$ cat config.mk
export PLATFORM = sky130hd
export DESIGN_NAME = sbldcmc_w_uart
export DESIGN_NICKNAME = d
export VERILOG_FILES = /design/src/rtl/sbldc_pkg.sv /design/src/rtl/uart_rx_parity.sv /design/src/rtl/sbldcmc_w_uart.sv
export SDC_FILE = /design/constraint.sdc
export NUM_CORES = 1
export LEC_CHECK = 0
export ABC_AREA = 0
export BUFFER_PORTS_ARGS = -buffer_cell sky130_fd_sc_hd__buf_2
export CAP_MARGIN = 20
export CORE_MARGIN = 1.5
export CORE_UTILIZATION = 55
export CTS_BUF_LIST = sky130_fd_sc_hd__clkbuf_16
export DETAILED_ROUTE_END_ITERATION = 6
export GPL_ROUTABILITY_DRIVEN = 0
export PLACE_DENSITY = 0.72
export RECOVER_POWER = 25
export SETUP_SLACK_MARGIN = 0.02
export SYNTH_ARGS = -nofsm -noshare
export SYNTH_HDL_FRONTEND = slang
export SYNTH_SLANG_ARGS = --single-unit
$ cat constraint.sdc
create_clock -name clk -period 3.83 [get_ports clk]
set_input_delay 0.383 -clock clk [delete_from_list [all_inputs] [get_ports clk]]
set_output_delay 0.383 -clock clk [all_outputs]
set_load 0.005 [all_outputs]
$ cat src/rtl/sbldc_pkg.sv
// Shared constants, types and helpers for the quad BLDC commutation controller.
// Holds the baud divisor table, the forward commutation table, the RX state
// encoding and the motor/pattern dimensions.
package sbldc_pkg;

   localparam int unsigned NUM_MOTORS = 4;
   localparam int unsigned PAT_W      = 6;
   localparam int unsigned HALL_W     = 3;
   localparam int unsigned DIV_W      = 9;

   localparam logic [DIV_W-1:0] BAUD_DIV_434 = DIV_W'(434);
   localparam logic [DIV_W-1:0] BAUD_DIV_217 = DIV_W'(217);
   localparam logic [DIV_W-1:0] BAUD_DIV_109 = DIV_W'(109);
   localparam logic [DIV_W-1:0] BAUD_DIV_72  = DIV_W'(72);
   localparam logic [DIV_W-1:0] BAUD_DIV_36  = DIV_W'(36);

   // Forward table indexed by hall code {H2,H1,H0}; 000 and 111 are invalid.
   localparam logic [7:0][PAT_W-1:0] COMM_FWD = {
      6'b000000,   // 111
      6'b001001,   // 110
      6'b100100,   // 101
      6'b100001,   // 100
      6'b010010,   // 011
      6'b011000,   // 010
      6'b000110,   // 001
      6'b000000    // 000
   };

   typedef enum logic [2:0] {IDLE, START, DATA, PARITY, STOP} rx_state_e;

   function automatic logic [DIV_W-1:0] baud_div(input logic [2:0] bc);
      case (bc)
         3'b001:  return BAUD_DIV_217;
         3'b010:  return BAUD_DIV_109;
         3'b011:  return BAUD_DIV_72;
         3'b100:  return BAUD_DIV_36;
         default: return BAUD_DIV_434;
      endcase
   endfunction

   // Reverse rotation reuses the forward entry of the complemented hall code.
   function automatic logic [PAT_W-1:0] comm_pattern(input logic en, input logic dir,
                                                     input logic [HALL_W-1:0] hall);
      logic [HALL_W-1:0] h;
      h = dir ? ~hall : hall;
      return en ? COMM_FWD[h] : '0;
   endfunction

endpackage

$ cat src/rtl/uart_rx_parity.sv
// UART receiver: 8 data bits LSB first, even parity, one stop bit.
// Ports: clk_i, rst_ni (async active-low), rx_i (serial in, idle high),
//        bc_i (baud select, latched at start), data_o (received byte),
//        valid_o (1-cycle good-frame pulse), err_o (1-cycle bad-frame pulse).
module uart_rx_parity
   import sbldc_pkg::*;
(
   input  logic       clk_i,
   input  logic       rst_ni,
   input  logic       rx_i,
   input  logic [2:0] bc_i,
   output logic [7:0] data_o,
   output logic       valid_o,
   output logic       err_o
);

   rx_state_e        state_q, state_d;
   logic             rx_s1_q, rx_s2_q, rx_prev_q;
   logic [DIV_W-1:0] n_q, cnt_q;
   logic [2:0]       bit_idx_q;
   logic [7:0]       shreg_q;
   logic             par_q, valid_q, err_q;

   logic fall_c, half_hit_c, bit_hit_c, frame_ok_c;
   logic start_c, sample_c, shift_c, par_c, stop_c;

   assign fall_c     = rx_prev_q & ~rx_s2_q;
   assign half_hit_c = (cnt_q == DIV_W'((n_q >> 1) - DIV_W'(1)));
   assign bit_hit_c  = (cnt_q == DIV_W'(n_q - DIV_W'(1)));
   assign frame_ok_c = rx_s2_q & ~(^{shreg_q, par_q});

   // State register
   always_ff @(posedge clk_i or negedge rst_ni) begin
      if (!rst_ni) state_q <= IDLE;
      else         state_q <= state_d;
   end

   // Next-state logic
   always_comb begin
      state_d = state_q;
      case (state_q)
         IDLE:    if (fall_c) state_d = START;
         START:   if (half_hit_c) state_d = rx_s2_q ? IDLE : DATA;
         DATA:    if (bit_hit_c && (bit_idx_q == 3'd7)) state_d = PARITY;
         PARITY:  if (bit_hit_c) state_d = STOP;
         STOP:    if (bit_hit_c) state_d = IDLE;
         default: state_d = IDLE;
      endcase
   end

   // Per-state datapath strobes
   always_comb begin
      start_c  = 1'b0;
      sample_c = 1'b0;
      shift_c  = 1'b0;
      par_c    = 1'b0;
      stop_c   = 1'b0;
      case (state_q)
         IDLE:   start_c  = fall_c;
         START:  sample_c = half_hit_c;
         DATA:   begin sample_c = bit_hit_c; shift_c = bit_hit_c; end
         PARITY: begin sample_c = bit_hit_c; par_c   = bit_hit_c; end
         STOP:   begin sample_c = bit_hit_c; stop_c  = bit_hit_c; end
         default: ;
      endcase
   end

   // Synchronizer, bit timing, shift register and result pulses
   always_ff @(posedge clk_i or negedge rst_ni) begin
      if (!rst_ni) begin
         rx_s1_q   <= 1'b1;
         rx_s2_q   <= 1'b1;
         rx_prev_q <= 1'b1;
         n_q       <= BAUD_DIV_434;
         cnt_q     <= '0;
         bit_idx_q <= '0;
         shreg_q   <= '0;
         par_q     <= 1'b0;
         valid_q   <= 1'b0;
         err_q     <= 1'b0;
      end else begin
         rx_s1_q   <= rx_i;
         rx_s2_q   <= rx_s1_q;
         rx_prev_q <= rx_s2_q;
         valid_q   <= stop_c & frame_ok_c;
         err_q     <= stop_c & ~frame_ok_c;
         if (start_c) begin
            n_q       <= baud_div(bc_i);
            cnt_q     <= '0;
            bit_idx_q <= '0;
         end else if (state_q != IDLE) begin
            cnt_q <= sample_c ? '0 : cnt_q + DIV_W'(1);
         end
         if (shift_c) begin
            shreg_q   <= {rx_s2_q, shreg_q[7:1]};
            bit_idx_q <= bit_idx_q + 3'd1;
         end
         if (par_c) par_q <= rx_s2_q;
      end
   end

   assign data_o  = shreg_q;
   assign valid_o = valid_q;
   assign err_o   = err_q;

endmodule

$ cat src/rtl/sbldcmc_w_uart.sv
// Quad sensored BLDC commutation controller commanded over UART.
// A good received byte becomes both DataOut and the motor command
// (bits 2k+1/2k = enable/dir of motor k). Each motor's synchronized halls
// select a 6-bit gate pattern {AH,AL,BH,BL,CH,CL} in PT[6k+5:6k].
// Ports: clk, reset (async active-low), Rx_in, BC, HS1..HS4,
//        Mreset (1-cycle bad-frame pulse), DataOut, PT.
// Optional macro SBLDC_DEADTIME_EN: blank a motor's gates for DEAD_CYCLES
// clocks whenever its target pattern changes.
module sbldcmc_w_uart
   import sbldc_pkg::*;
#(
   parameter int unsigned CLK_HZ      = 50_000_000,
   parameter int unsigned DEAD_CYCLES = 4
) (
   input  logic                        clk,
   input  logic                        reset,
   input  logic                        Rx_in,
   input  logic [2:0]                  BC,
   input  logic [HALL_W-1:0]           HS1,
   input  logic [HALL_W-1:0]           HS2,
   input  logic [HALL_W-1:0]           HS3,
   input  logic [HALL_W-1:0]           HS4,
   output logic                        Mreset,
   output logic [7:0]                  DataOut,
   output logic [NUM_MOTORS*PAT_W-1:0] PT
);

   if (CLK_HZ == 0 || DEAD_CYCLES > 255) begin : g_bad_cfg
      $error("sbldcmc_w_uart: unsupported CLK_HZ/DEAD_CYCLES");
   end

   logic [7:0]        rx_byte;
   logic              rx_valid, rx_err;
   logic [7:0]        data_q;
   logic [HALL_W-1:0] hall_raw [NUM_MOTORS];

   uart_rx_parity u_rx (
      .clk_i   (clk),
      .rst_ni  (reset),
      .rx_i    (Rx_in),
      .bc_i    (BC),
      .data_o  (rx_byte),
      .valid_o (rx_valid),
      .err_o   (rx_err)
   );

   // One register serves as DataOut and command so both update together.
   always_ff @(posedge clk or negedge reset) begin
      if (!reset)        data_q <= '0;
      else if (rx_valid) data_q <= rx_byte;
   end

   assign DataOut = data_q;
   assign Mreset  = rx_err;

   assign hall_raw[0] = HS1;
   assign hall_raw[1] = HS2;
   assign hall_raw[2] = HS3;
   assign hall_raw[3] = HS4;

   for (genvar k = 0; k < NUM_MOTORS; k++) begin : g_motor
      logic [HALL_W-1:0] h1_q, h2_q;
      logic [PAT_W-1:0]  pt_q;
      logic [PAT_W-1:0]  target_c;

      assign target_c = comm_pattern(data_q[2*k+1], data_q[2*k], h2_q);

      // Hall synchronizer
      always_ff @(posedge clk or negedge reset) begin
         if (!reset) begin
            h1_q <= '0;
            h2_q <= '0;
         end else begin
            h1_q <= hall_raw[k];
            h2_q <= h1_q;
         end
      end

`ifdef SBLDC_DEADTIME_EN
      localparam int unsigned DEAD_W = (DEAD_CYCLES < 2) ? 1 : $clog2(DEAD_CYCLES + 1);
      logic [PAT_W-1:0]  last_q;
      logic [DEAD_W-1:0] dead_q;

      // A target change blanks the gates; the window restarts on every change.
      always_ff @(posedge clk or negedge reset) begin
         if (!reset) begin
            pt_q   <= '0;
            last_q <= '0;
            dead_q <= '0;
         end else if (target_c != last_q) begin
            last_q <= target_c;
            pt_q   <= '0;
            dead_q <= DEAD_W'(DEAD_CYCLES - 1);
         end else if (dead_q != '0) begin
            pt_q   <= '0;
            dead_q <= dead_q - DEAD_W'(1);
         end else begin
            pt_q   <= target_c;
         end
      end
`else
      always_ff @(posedge clk or negedge reset) begin
         if (!reset) pt_q <= '0;
         else        pt_q <= target_c;
      end
`endif

      assign PT[k*PAT_W +: PAT_W] = pt_q;
   end

endmodule

==> flow_summary.ini <==
[run_status]
result_of_the_run = complete, but fails checks
failing_checks = capacitance limit, slew limit

[detailed_routing]
starting_drt_drc_count = 114
drc_violations_left = 0
route.vias.total = 2829
wl_mm = 7.467
drt-vias-per-instance = 5.483
avgRoutedWirePerCell_microns = 14.47
detail_route.first_pass.iterations = 6
antenna_left = 0

[synth]
synth_enable_flop_cells = 0
synth.top_cells.by_count = sky130_fd_sc_hd__dfrtp_1 (85), sky130_fd_sc_hd__nand3b_1 (26), sky130_fd_sc_hd__a21boi_0 (24), sky130_fd_sc_hd__or3b_2 (24), sky130_fd_sc_hd__xnor2_1 (20)
synth.net_count = 388
syn-instance-count = 365
synth_area_sq_um = 4222
postSynth.asyncResetShare_pct = 100.0
dominantRegCellSynth = sky130_fd_sc_hd__dfrtp_1
dominant_cell_by_count_in_the_synthesized_netlist = sky130_fd_sc_hd__dfrtp_1
largest_cells_by_area_after_synthesis = sky130_fd_sc_hd__dfrtp_1 (50%), sky130_fd_sc_hd__or3b_2 (5.0%), sky130_fd_sc_hd__mux2_2 (4.8%)
synth-warning-count = 0
count_of_state_elements_after_synthesis = 91
avgSynthCellArea_sq_um = 11.57
synthDominantAreaCellType = sky130_fd_sc_hd__dfrtp_1
synth_seq_area_share_pct = 54.12
yosys.cell_types.count = 50
synth_top_area_share_pct = 50.39

[hold_path]
hold_path_depth = 1
min_delay_worst_endpoint = u_rx.rx_s1_q$_DFF_PN1_
hold_path_class = input port to flop
hold_path.startpoint = Rx_in

[floorplanning]
dieWidth_microns = 90.61
std_cell_rows = 31
floorplan.core_area_sq_um = 7331
fp.dieArea_sq_um = 8210
die_height_microns = 90.61
top_level_ports = 51
initial_utilization_pct = 57.59

[clock_network]
worst_skew_pair.late_latency_ns = 0.34
ctsRootBufferMaster = sky130_fd_sc_hd__clkbuf_16
post-cts-setup-buffers = 0
cts_made_buffers = 9
clock-sinks = 91
cts-root-to-sink-buffers = 2
clk_pin_slew_worst_paths_ns = 0.07
htreeDepth = 3
cts-resized-gates = 0
clock_tree_from_tritoncts = built
cts.hold.buffers_added = 0

[global_route]
global_route.usage.met1_pct = 23.89
antenna_violations_before_repair = 0
grt_use_met3_pct = 5.471
grt_pass1_vias = 2739
maximum_number_of_pins_on_one_net_before_global_route_repair = 74
grt_overflow_total = 0
grt_busiest_layer = met2
grtUsageMet2_pct = 32.83
grt_first_pass_wirelength_mm = 12.65
grtUsageTotal_pct = 19.40

[sta]
timing.final.crit_share_pct = 81.79
final-max-slew-violation-count = 74
rsz0062_at_grt = false
finalSetupTns_ns = 0
achievable-frequency_mhz = 319.2
setup_viol = 0
finClkSkew_ns = 0.009808
max_slew_margin_pct = -16.68
min_period_ns = 3.133
hold_viol_final = 0
timing_worst_slew_pin_value_ns = 1.750

[pwr]
leakagePower_nw = 2.225
ir_drop_mv = 0.4164
power.total_mw = 2.810
cellPowerDensity_nw_per_um2 = 578.7

[worst_setup_path]
critical-path-slowest-cell = sky130_fd_sc_hd__a22oi_1
critical_path_cell_by_cell = inv_1, ha_1, nor2b_1, a31oi_1, xnor2_1, nor4_2, buf_4, a22oi_1, a21oi_1, mux2i_1
critPathBufInv = 2
worst_r2r_startpoint = u_rx.n_q[1]$_DFFE_PN1P_
worstPathRequired_ns = 4.09
critical_path.max_stage_delay_ns = 0.94
critical_path.startpoint_type = flop
critPathMaxFanout = 16
endpoint_kind = flop
timing.reg2reg.setup_slack_ns = 0.70
crit-reg2reg-capture = u_rx.cnt_q[2]$_DFFE_PN0P_
setup_crit_path_kind = flop to flop
critical-path-top-delay-family = compound AO/OA/AOI/OAI gates
worst_reg_to_reg_cells = 10
worstPathArrival_ns = 3.40

[final_layout]
drive_gt1_share_pct = 28.30
area.growth.synth_to_final_pct = 15.00
num_antenna_cells = 0
design.final.nets = 435

[place]
io_buffers = 50
placed_wire_length_estimate_after_detailed_placement_mm = 4.876

[flow_run]
max-cap-violations = 1
metrics by stage:
| step | instance area (sq um) | util [%] | std cells | hold slack, ns | setup slack [ns] |
|---|---|---|---|---|---|
| finish | 4855 | 66.22 | 516 | 0.1443 | 0.6974 |
| global route | 4855 | 66.22 | 516 | 0.1316 | 0.4403 |
| CTS | 4857 | 66.26 | 516 | 0.1350 | 0.7155 |
| detailed placement | 4541 | 61.94 | 500 | 0.3347 | 0.7285 |
| global placement | 4541 | 61.94 | 500 | 0.3316 | 0.8431 |
| floorplan | 4222 | - | 365 | 0.08741 | 0.9626 |
report_power, final:
part / internal, mW / switching (mW)
clock: 0.569 / 0.360
combinational: 0.320 / 0.336
sequential: 1.06 / 0.167
registers in the layout, indices dropped and copies added (netlist names):
signal / flops
g_motor.pt_q: 24
g_motor.h1_q: 12
g_motor.h2_q: 12
u_rx.cnt_q: 9
DataOut: 8
u_rx.data_o: 8
u_rx.n_q: 6
u_rx.bit_idx_q: 3
u_rx.state_q: 3
u_rx.err_o: 1
u_rx.par_q: 1
u_rx.rx_prev_q: 1
u_rx.rx_s1_q: 1
u_rx.rx_s2_q: 1
u_rx.valid_o: 1
cell families after synthesis:
| kind of cell | count (synthesis) | synth area share (%) |
|---|---|---|
| mux | 20 | 5.276 |
| simple gates | 130 | 20.01 |
| flops | 91 | 54.12 |
| fa+ha+maj | 5 | 1.482 |
| compound gates | 66 | 10.58 |
| xor+xnor | 29 | 6.017 |
| buf+inv | 24 | 2.519 |
metal layers:
metal,part of all wire (%),vias to the layer above
li1,-,1379
met1,44,1379
met2,50,58
met3,3.9,13
met4,1.6,0
met5,0,-
cell usage in the layout, fill, tap and decap left out, types with 10 or more instances in the layout:
cell type and instances:
sky130_fd_sc_hd__nor2_1 15, sky130_fd_sc_hd__nand3b_1 26, sky130_fd_sc_hd__xnor2_1 20, sky130_fd_sc_hd__a21oi_1 13, sky130_fd_sc_hd__nand3_1 10, sky130_fd_sc_hd__mux2_2 18
sky130_fd_sc_hd__or3b_2 24, sky130_fd_sc_hd__dfrtp_1 85, sky130_fd_sc_hd__buf_2 49, sky130_fd_sc_hd__nand2_1 14, sky130_fd_sc_hd__a21boi_0 24
worst max-delay path by stage:
stage	start	endpoint	slack, ns	cells after the start
3_5_place_dp	u_rx.n_q[1]$_DFFE_PN1P_	u_rx.cnt_q[2]$_DFFE_PN0P_	0.73	10
5_1_grt	u_rx.n_q[1]$_DFFE_PN1P_	u_rx.cnt_q[2]$_DFFE_PN0P_	0.44	10
2_1_floorplan	u_rx.n_q[1]$_DFFE_PN1P_	u_rx.cnt_q[0]$_DFFE_PN0P_	0.96	10
3_3_place_gp	u_rx.n_q[1]$_DFFE_PN1P_	u_rx.cnt_q[2]$_DFFE_PN0P_	0.84	10
6_report	u_rx.n_q[1]$_DFFE_PN1P_	u_rx.cnt_q[2]$_DFFE_PN0P_	0.70	10
4_1_cts	u_rx.n_q[1]$_DFFE_PN1P_	u_rx.cnt_q[2]$_DFFE_PN0P_	0.72	10
final cells by class:
class,instances,area (sq um)
repair buffers,53,272.8
clock inverters,7,91.34
well taps,99,123.9
clock buffers,9,225.2
multi-input cells,250,1831
inverters,7,26.28
flip-flops and latches,91,2285
fillers,575,2476
Note: power is estimated with default switching activity, not from simulation.
